`src/rtl/battleship_pkg.sv`:
```
// Shared board constants, cell codes and the placement-controller state encoding.
package battleship_pkg;

  localparam int GRID_DIM = 10;
  localparam int MAX_LEN  = 5;
  localparam int CELL_W   = 2;

  localparam logic [CELL_W-1:0] CELL_EMPTY = 2'd0;
  localparam logic [CELL_W-1:0] CELL_SHIP  = 2'd1;
  localparam logic [CELL_W-1:0] CELL_HIT   = 2'd2;
  localparam logic [CELL_W-1:0] CELL_MISS  = 2'd3;

  typedef enum logic [3:0] {
    ST_IDLE   = 4'd0,
    ST_BOUND  = 4'd1,
    ST_RD     = 4'd2,
    ST_WT     = 4'd3,
    ST_EVAL   = 4'd4,
    ST_WR     = 4'd5,
    ST_DONE   = 4'd6,
    ST_PRB    = 4'd7,
    ST_PRB_WT = 4'd8
  } state_e;

endpackage

```
`src/rtl/cell_addr_gen.sv`:
```
// Combinational cell address for ship cell idx, plus out-of-grid flag.
module cell_addr_gen
  import battleship_pkg::*;
(
  input  logic [7:0] origin,
  input  logic       orient,
  input  logic [2:0] idx,
  output logic [7:0] addr,
  output logic       oob
);

  logic [4:0] row_sum;
  logic [4:0] col_sum;

  // 5-bit sums never wrap, so an overflow past the grid edge is always caught.
  always_comb begin
    row_sum = {1'b0, origin[7:4]} + (orient ? {2'b00, idx} : 5'd0);
    col_sum = {1'b0, origin[3:0]} + (orient ? 5'd0 : {2'b00, idx});
    addr    = {row_sum[3:0], col_sum[3:0]};
    oob     = (row_sum >= 5'(GRID_DIM)) || (col_sum >= 5'(GRID_DIM));
  end

endmodule

```
`src/rtl/ship_place_ctrl.sv`:
```
// Checks (and optionally places) one ship on the own-ship board RAM and
// shares the RAM port with the remote-guess probe requester.
//
// Probe handshake: probe_req is a level the requester holds (with a stable
// probe_addr) until it sees probe_ack; probe_ack is a one-cycle pulse during
// which probe_data is valid. A probe is only serviced from IDLE and beats a
// same-cycle start, which is then dropped.
module ship_place_ctrl
  import battleship_pkg::*;
#(
  parameter int RAM_LAT = 1
)(
  input  logic              clk,
  input  logic              reset_n,
  input  logic              start,
  input  logic              place,
  input  logic [7:0]        origin,
  input  logic              orient,
  input  logic [2:0]        ship_len,
  input  logic [CELL_W-1:0] wr_val,
  output logic              busy,
  output logic              done,
  output logic              valid,
  input  logic              probe_req,
  input  logic [7:0]        probe_addr,
  output logic              probe_ack,
  output logic [CELL_W-1:0] probe_data,
  output logic [7:0]        ram_addr,
  output logic              ram_we,
  output logic [CELL_W-1:0] ram_wdata,
  input  logic [CELL_W-1:0] ram_rdata,
  output logic [3:0]        state_dbg
);

  state_e            state_q, state_d;
  logic [2:0]        i_q, i_d;
  logic              place_q, place_d;
  logic [7:0]        origin_q, origin_d;
  logic              orient_q, orient_d;
  logic [2:0]        len_q, len_d;
  logic [CELL_W-1:0] wr_val_q, wr_val_d;
  logic              fail_q, fail_d;
  logic              valid_q, valid_d;
  logic [7:0]        addr_q, addr_d;
  logic              cap_q, cap_d;
  logic [CELL_W-1:0] probe_data_q, probe_data_d;

  logic [7:0] cell_addr;
  logic       cell_oob;
  logic       len_bad;
  logic       last_cell;

  cell_addr_gen u_cell_addr_gen (
    .origin (origin_q),
    .orient (orient_q),
    .idx    (i_q),
    .addr   (cell_addr),
    .oob    (cell_oob)
  );

  assign len_bad   = (len_q == 3'd0) || (len_q > 3'(MAX_LEN));
  assign last_cell = (i_q == len_q - 3'd1);
  assign state_dbg = state_q;

  // State register.
  always_ff @(posedge clk or negedge reset_n) begin
    if (!reset_n) state_q <= ST_IDLE;
    else          state_q <= state_d;
  end

  // Next-state logic; cap_q masks the request that is being acknowledged.
  always_comb begin
    state_d = state_q;
    case (state_q)
      ST_IDLE:   if (probe_req && !cap_q) state_d = ST_PRB;
                 else if (start)          state_d = ST_BOUND;
      ST_BOUND:  state_d = (cell_oob || len_bad) ? ST_DONE : ST_RD;
      ST_RD:     state_d = (RAM_LAT == 2) ? ST_WT : ST_EVAL;
      ST_WT:     state_d = ST_EVAL;
      ST_EVAL:   if (ram_rdata != '0) state_d = ST_DONE;
                 else if (last_cell)  state_d = place_q ? ST_WR : ST_DONE;
                 else                 state_d = ST_BOUND;
      ST_WR:     state_d = last_cell ? ST_DONE : ST_WR;
      ST_DONE:   state_d = ST_IDLE;
      ST_PRB:    state_d = (RAM_LAT == 2) ? ST_PRB_WT : ST_IDLE;
      ST_PRB_WT: state_d = ST_IDLE;
      default:   state_d = ST_IDLE;
    endcase
  end

  // Datapath register: request latches, cell index, result and probe capture.
  always_ff @(posedge clk or negedge reset_n) begin
    if (!reset_n) begin
      i_q          <= '0;
      place_q      <= 1'b0;
      origin_q     <= '0;
      orient_q     <= 1'b0;
      len_q        <= '0;
      wr_val_q     <= '0;
      fail_q       <= 1'b0;
      valid_q      <= 1'b0;
      addr_q       <= '0;
      cap_q        <= 1'b0;
      probe_data_q <= '0;
    end else begin
      i_q          <= i_d;
      place_q      <= place_d;
      origin_q     <= origin_d;
      orient_q     <= orient_d;
      len_q        <= len_d;
      wr_val_q     <= wr_val_d;
      fail_q       <= fail_d;
      valid_q      <= valid_d;
      addr_q       <= addr_d;
      cap_q        <= cap_d;
      probe_data_q <= probe_data_d;
    end
  end

  // Datapath next values.
  always_comb begin
    i_d          = i_q;
    place_d      = place_q;
    origin_d     = origin_q;
    orient_d     = orient_q;
    len_d        = len_q;
    wr_val_d     = wr_val_q;
    fail_d       = fail_q;
    valid_d      = valid_q;
    addr_d       = ram_addr;
    cap_d        = 1'b0;
    probe_data_d = cap_q ? ram_rdata : probe_data_q;
    case (state_q)
      ST_IDLE: begin
        if (state_d == ST_BOUND) begin
          place_d  = place;
          origin_d = origin;
          orient_d = orient;
          len_d    = ship_len;
          wr_val_d = wr_val;
          i_d      = '0;
          fail_d   = 1'b0;
          valid_d  = 1'b0;
        end
      end
      ST_BOUND:  if (cell_oob || len_bad) fail_d = 1'b1;
      ST_EVAL: begin
        if (ram_rdata != '0) fail_d = 1'b1;
        else if (last_cell)  i_d = '0;
        else                 i_d = i_q + 3'd1;
      end
      ST_WR:     if (!last_cell) i_d = i_q + 3'd1;
      ST_DONE:   valid_d = ~fail_q;
      ST_PRB:    cap_d = (RAM_LAT != 2);
      ST_PRB_WT: cap_d = 1'b1;
      default: ;
    endcase
  end

  // Outputs decoded from state; ram_addr holds its last value when idle.
  always_comb begin
    busy       = (state_q == ST_BOUND) || (state_q == ST_RD) || (state_q == ST_WT) ||
                 (state_q == ST_EVAL)  || (state_q == ST_WR);
    done       = (state_q == ST_DONE);
    valid      = (state_q == ST_DONE) ? ~fail_q : valid_q;
    ram_we     = (state_q == ST_WR);
    ram_wdata  = (state_q == ST_WR) ? wr_val_q : '0;
    probe_ack  = cap_q;
    probe_data = cap_q ? ram_rdata : probe_data_q;
    case (state_q)
      ST_RD, ST_WR: ram_addr = cell_addr;
      ST_PRB:       ram_addr = probe_addr;
      default:      ram_addr = addr_q;
    endcase
  end

endmodule
```
`config.mk`:
```
export PLATFORM = sky130hd
export DESIGN_NAME = ship_place_ctrl
export DESIGN_NICKNAME = d
export VERILOG_FILES = /design/src/rtl/battleship_pkg.sv /design/src/rtl/cell_addr_gen.sv /design/src/rtl/ship_place_ctrl.sv
export SDC_FILE = /design/constraint.sdc
export NUM_CORES = 1
export LEC_CHECK = 0
export CORE_MARGIN = 2
export CORE_UTILIZATION = 40
export CTS_CLUSTER_DIAMETER = 120
export DETAILED_ROUTE_END_ITERATION = 16
export PLACE_DENSITY_LB_ADDON = 0.2
export REMOVE_ABC_BUFFERS = 1
export SLEW_MARGIN = 15
export SYNTH_ARGS = -nofsm -noshare
export SYNTH_HDL_FRONTEND = slang
export SYNTH_SLANG_ARGS = --single-unit
export TNS_END_PERCENT = 30
```
`constraint.sdc`:
```
create_clock -name clk -period 3.3 [get_ports clk]
set_input_delay 0.495 -clock clk [delete_from_list [all_inputs] [get_ports clk]]
set_output_delay 0.495 -clock clk [all_outputs]
set_load 0.05 [all_outputs]
```
==> results of run 1 <==
## power breakdown
group          internal [W]  leakage, nW  total, W  switching (W)
logic              0.000610        0.814   0.00139       0.000779
registers          0.000611        0.441  0.000786       0.000176
clock network      0.000141       0.0371  0.000282       0.000142
## per-stage QoR
step                      cells  hold slack [ns]  instance area, um^2  total power (W)
after floorplan             179            0.199                 2020          0.00176
after global placement      306            0.451                 2660          0.00218
after detailed placement    306            0.460                 2660          0.00220
after CTS                   312            0.476                 2730          0.00249
after global routing        312            0.495                 2740          0.00264
final                       312            0.464                 2740          0.00246
## synth_stat cells, types with 2 or more instances
| cell type | n |
|---|---|
| a21o_1 | 4 |
| clkbuf_1 | 7 |
| a22oi_1 | 9 |
| nor3_1 | 3 |
| mux2i_1 | 2 |
| o21ai_0 | 5 |
| ha_1 | 10 |
| mux2_4 | 9 |
| nor2b_1 | 5 |
| mux2_2 | 9 |
| a211oi_1 | 2 |
| nor2_1 | 9 |
| or2_2 | 2 |
| and2_1 | 5 |
| fa_1 | 2 |
| nand2_1 | 21 |
| inv_1 | 7 |
| xor2_1 | 3 |
| nor4b_1 | 2 |
| xnor2_1 | 4 |
| dfrtp_1 | 35 |
| a21oi_1 | 5 |
## timing repair
action / in CTS / in global routing
resized for setup: 0 / 3
setup endpoints to repair: 0 / 3
hold buffers: 0 / 0
## per-layer routing
layer | vias up | track usage (%) | part of all wire [%]
met5 | - | 0 | 0
met4 | 0 | 5.26 | 0.43
met1 | 734 | 21.2 | 47
met3 | 2 | 5.03 | 5.0
li1 | 780 | - | -
met2 | 40 | 27.3 | 48
## sequential cells by signal, indices dropped and copies added, names as in the netlist
register / count
addr_q: 8
origin_q: 8
state_dbg: 4
i_q: 3
len_q: 3
probe_data_q: 2
wr_val_q: 2
fail_q: 1
orient_q: 1
place_q: 1
probe_ack: 1
valid_q: 1
## layout by cell type, fill, tap and decap left out, types with 2 or more instances in the layout
| cell | n |
|---|---|
| or2_2 | 2 |
| a21oi_1 | 5 |
| and2_1 | 5 |
| o21ai_0 | 5 |
| mux2_2 | 9 |
| dlymetal6s2s_1 | 3 |
| a211oi_1 | 2 |
| nor2_1 | 9 |
| nor3_1 | 3 |
| a21o_1 | 4 |
| mux2_4 | 9 |
| inv_1 | 7 |
| nand2_1 | 21 |
| a22oi_1 | 9 |
| nor4b_1 | 2 |
| clkdlybuf4s50_1 | 46 |
| dfrtp_1 | 35 |
| buf_4 | 8 |
| mux2i_1 | 2 |
| clkbuf_8 | 5 |
| fa_1 | 2 |
| xor2_1 | 3 |
| nor2b_1 | 5 |
| xnor2_1 | 4 |
| ha_1 | 10 |
## kinds of logic after synthesis
logic type      Yosys count  synth area share [%]
compound gates           39                  15.1
xor+xnor                  8                  4.13
fa+ha+maj                12                  8.01
buf+inv                  15                  3.10
flops                    35                  42.5
mux                      20                  12.4
other cells               1                 0.182
simple gates             57                  14.6
## final cells by class
type                       instances  area, um^2  area share, %
clock buffer                       6        72.6           2.65
inverter                           7        26.3          0.958
multi-input combinational        137        1120           40.9
sequential                        35         876           31.9
tap                               70        87.6           3.19
timing repair buffer              57         558           20.4
## worst max-delay path: cells and delay by family, from the launching register on
| family | cells | cell delay, ns |
|---|---|---|
| XOR/XNOR | 1 | 0.17 |
| adder cells (fa/ha/maj) | 1 | 0.27 |
| buffers and inverters | 1 | 0.81 |
| flip-flops | 1 | 0.43 |
| AO/OA/AOI/OAI | 2 | 0.32 |
| AND/OR/NAND/NOR | 3 | 0.39 |
## path summary, 6_finish.rpt
check | endpoint
worst max-delay path | ram_addr[7]
worst min-delay path | addr_q[2]$_DFF_PN0_
worst max register to register | orient_q$_DFFE_PN0P_
worst min register to register | addr_q[2]$_DFF_PN0_
max in group asynchronous | orient_q$_DFFE_PN0P_
min in group asynchronous | probe_ack$_DFF_PN0_
==> out/qor.yml, run 1 <==
sta:
  fin_crit_sh_pct: 95.5
  worst_pin_slew_ns: 0.503
  report.final.slew_viol_count: 0
  setup_ws_ns: 0.148
  finalSetupViolCount: 0
  fin_crit_ns: 3.15
  slew_headroom_pct: 66.4
  tns_ns: 0
  final.setup_skew_ns: 0.00656
  rsz0062_at_grt: "no"
  hold_viol: 0
  fmax_mhz: 317
die:
  die-area_mm2: 0.00574
  rows: 26
  die_width_um: 75.8
  die_h_um: 75.8
  start_util_pct: 40.9
  io_pins: 50
  coreArea_mm2: 0.00504
grt:
  grt_usage_pct: 16.7
  grt-ovfl-total: 0
  grt_pass1_wl_um: 7090
  grt_pass1_vias: 1517
  grt_start_max_net_pins: 36
  grt_antenna_before_repair: 0
detailed_routing:
  antenna_left: 0
  wl_per_cell_um: 14.0
  drtPass1Iterations: 4
  drc_errors: 0
  route.vias.total: 1556
  via_per_inst: 4.99
  drt_iter0_drc: 63
  totalWireLength_um: 4370
yosys:
  syn_inst: 187
  synth-seq-area-share_pct: 42.5
  synth_edf_count: 0
  synth.distinct_cells: 49
  synth_area_leader_cell: "dfrtp_1"
  synth_ff_type: "dfrtp_1"
  synthArstFlopShare_pct: 100
  synthTopCellsByArea: "dfrtp_1, mux2_4, ha_1"
  synth-seq-cells: 35
  syn-mean-instance-area_um2: 11.0
  synth.top_cell.area_share_pct: 42.5
  synth_area_mm2: 0.00206
  ys.warnings.count: 0
critical_path:
  crit_top_cell: "nand2_1"
  arrival_ns: 2.66
  crit_path_max_fanout: 5
  cp_slowest_stage_delay_ns: 0.81
  cp.required_ns: 2.80
  cp_slowest_cell: "clkdlybuf4s50_1"
  path_class: "flip-flop to output pin"
  startpoint_type: "flip-flop"
  path_cells: "and2_1, ha_1, a21o_1, a21oi_1, xnor2_1, nand2_1, nand2_1, clkdlybuf4s50_1"
  r2r_start: "state_dbg[2]$_DFF_PN0_"
  rrSetupSlack_ns: 0.68
  cp-startpoint: "i_q[1]$_DFFE_PN0P_"
  end_kind: "output pin"
  r2r_cells: 8
cells_and_area:
  drive_gt1_share_pct: 16.9
  nFillCells: 453
  utilization_pct: 54.4
  area_delta_synth_final_pct: 33.0
  nets: 284
  num_antenna_cells: 0
pwr:
  p_leak_nw: 1.29
  ir_drop_mv: 0.565
  power.density_mw_per_mm2: 896
clock_network:
  clockRootBuffer: "clkbuf_8"
  cts-htree-levels: 2
  clk_latency_ns: 0.28
  numCtsBuffers: 5
  clockBufferDepth: 2
  numClockSinks: 35
  cts_tree: "built"
  postCtsSetupBuffers: 0
  clkSlewWorstSetupHoldPaths_ns: 0.07
run_status:
  status: "completed"
placed_design:
  routabilityCongestion: 0.846
  dp_hpwl_um: 3310
  io_buffers: 49
  preCtsSetupSlack_ns: 0.367
worst_hold_path:
  hp-start: "addr_q[2]$_DFF_PN0_"
  hp-class: "flip-flop to flip-flop"
  min_delay_path_depth: 2
flow_run:
  max-cap-violations: 0
Power figures use the tool's default switching activity.
==> run 2, diff against run 1 <==
- ABC_AREA: default -> 0
==> results of run 2 <==
Same layout as run 1: the final DEF is identical, and so are final timing and power.
==> run 3, diff against run 2 <==
- DONT_BUFFER_PORTS: default -> 1
==> out/qor.yml, run 3 (synthesis gave the netlist of run 1 again) <==
critical_path:
  arrival_ns: 2.33  # -0.33 ns
  r2r_cells: 6  # -2
  startpoint_type: "flip-flop"
  end_kind: "output pin"
  crit_path_max_fanout: 13  # +8
  r2r_start: "state_dbg[0]$_DFF_PN0_"
  cp.required_ns: 2.80  # about the same
  path_class: "flip-flop to output pin"
  cp-startpoint: "state_dbg[2]$_DFF_PN0_"
placed_design:
  io_buffers: 0  # -100%
  post-place-cells: 261  # -15%
  dp_hpwl_um: 3310  # about the same
  routabilityCongestion: 0.986  # +16%
  preCtsSetupSlack_ns: 0.669  # +0.302 ns
clock_network:
  cts_tree: "built"
  cts_resized: 0  # unchanged
  clockRootBuffer: "clkbuf_8"
  numClockSinks: 35  # unchanged
  numCtsBuffers: 5  # unchanged
  cts-htree-levels: 2  # unchanged
  clk_latency_ns: 0.28  # about the same
  clkSlewWorstSetupHoldPaths_ns: 0.07  # about the same
  clockBufferDepth: 2  # unchanged
cells_and_area:
  final_common_cell: "dfrtp_1"
  utilization_pct: 46.0  # -8.4 points
  nets: 240  # -15%
  num_antenna_cells: 0  # unchanged
  drive_gt1_share_pct: 25.1  # +8.2 points
  final_cell_mix: "dfrtp_1, nand2_1, buf_4, ha_1"
  area_delta_synth_final_pct: 12.5
  layout.cells.non_filler: 269  # -14%
sta:
  final.setup_skew_ns: 0.00364  # -0.00292 ns
  fin_crit_ns: 2.83  # -0.324 ns
  fmax_mhz: 354  # +11%
  rsz0062_at_grt: "no"
  finalSetupViolCount: 0  # unchanged
  setup_ws_ns: 0.472  # +0.324 ns
  whs_ns: 0.0418  # -0.422 ns
  fin_crit_sh_pct: 85.7  # -9.8 points
  hold_viol: 0  # unchanged
  slew_headroom_pct: 60.3  # -6.1 points
  report.final.slew_viol_count: 0  # unchanged
  worst_pin_slew_ns: 0.594  # +0.0911 ns
detailed_routing:
  dr_wl_met2_um: 2100  # +0.48%
  route.vias.total: 1441  # -7.4%
  totalWireLength_um: 4320  # -1.1%
  drt-met1-wl_um: 1830  # -11%
  wl_per_cell_um: 16.1  # +15%
  top_layer_used: "met4"
  met3_length_um: 322  # +46%
  drtPass1Iterations: 4  # unchanged
  drt_iter0_drc: 55  # -13%
  antenna_left: 0  # unchanged
  drc_errors: 0  # unchanged
  via_per_inst: 5.36  # +7.4%
grt:
  grt-ovfl-total: 0  # unchanged
  grt_pass1_wl_um: 6700  # -5.6%
  grt_start_max_net_pins: 36  # unchanged
  grt_pass1_vias: 1406  # -7.3%
  grt_usage_pct: 15.8  # -0.85 points
  grt_antenna_before_repair: 0  # unchanged
pwr:
  p_leak_nw: 1.11  # -14%
  ir_drop_mv: 0.342  # -40%
  power.density_mw_per_mm2: 1000  # +12%
run_status:
  status: "completed"
flow_run:
  max-cap-violations: 0  # unchanged
die:
  coreArea_mm2: 0.00504  # unchanged
  rows: 26  # unchanged
  io_pins: 50  # unchanged
  die_width_um: 75.8  # unchanged
  start_util_pct: 40.9  # unchanged
  die-area_mm2: 0.00574  # unchanged
  die_h_um: 75.8  # unchanged
worst_hold_path:
  hp-class: "input port to async pin"
==> run 3: path summary, 6_finish.rpt <==
| check | to | slack [ns] |
|---|---|---|
| min in group clk | len_q[1]$_DFFE_PN0P_ | 0.35 |
| worst max register to register | origin_q[7]$_DFFE_PN0P_ | 0.62 |
| worst max-delay path | ram_addr[3] | 0.47 |
| max in group asynchronous | wr_val_q[0]$_DFFE_PN0P_ | 3.08 |
| worst min-delay path | probe_ack$_DFF_PN0_ | 0.04 |
| worst min register to register | wr_val_q[0]$_DFFE_PN0P_ | 0.51 |
==> run 3: metrics by stage <==
step / cell area, um^2 / TNS [ns] / power, W
2_1_floorplan: 2020 / -0.233 / 0.00176
6_report: 2320 / 0 / 0.00232
4_1_cts: 2320 / 0 / 0.00235
3_3_place_gp: 2210 / 0 / 0.00198
3_5_place_dp: 2210 / 0 / 0.00201
5_1_grt: 2320 / 0 / 0.00248
==> run 3: worst max-delay path: stages (launching register included) <==
cell,delay (ns)
dfrtp_1,0.53
nor2b_1,0.21
and3_1,0.30
nor2_1,0.42
a22oi_1,0.16
nand2_1,0.42
==> run 3: routing by layer <==
metal,up-vias,GRT usage (%)
met4,0,6.24
met1,699,19.3
li1,685,-
met5,-,0
met3,10,4.23
met2,47,26.6
==> run 3: cell type report <==
type / instances / area [um^2]
Fill cell: 492 / 2720
Sequential cell: 35 / 876
Clock buffer: 6 / 82.6
Multi-Input combinational cell: 137 / 1130
Tap cell: 70 / 87.6
Inverter: 7 / 26.3
Clock inverter: 1 / 5.00
Timing Repair Buffer: 13 / 110
==> run 3: report_power, final <==
part	total (W)	internal [W]	leakage, nW	switching (W)
clock network	0.000312	0.000164	0.0470	0.000148
registers	0.000777	0.000611	0.441	0.000166
logic	0.00123	0.000449	0.621	0.000783
total	0.00232	0.00122	1.11	0.00110
==> run 3: what timing repair did <==
action,CTS,global route
hold endpoints to repair,35,0
hold buffers,1,0
buffers inserted,0,0
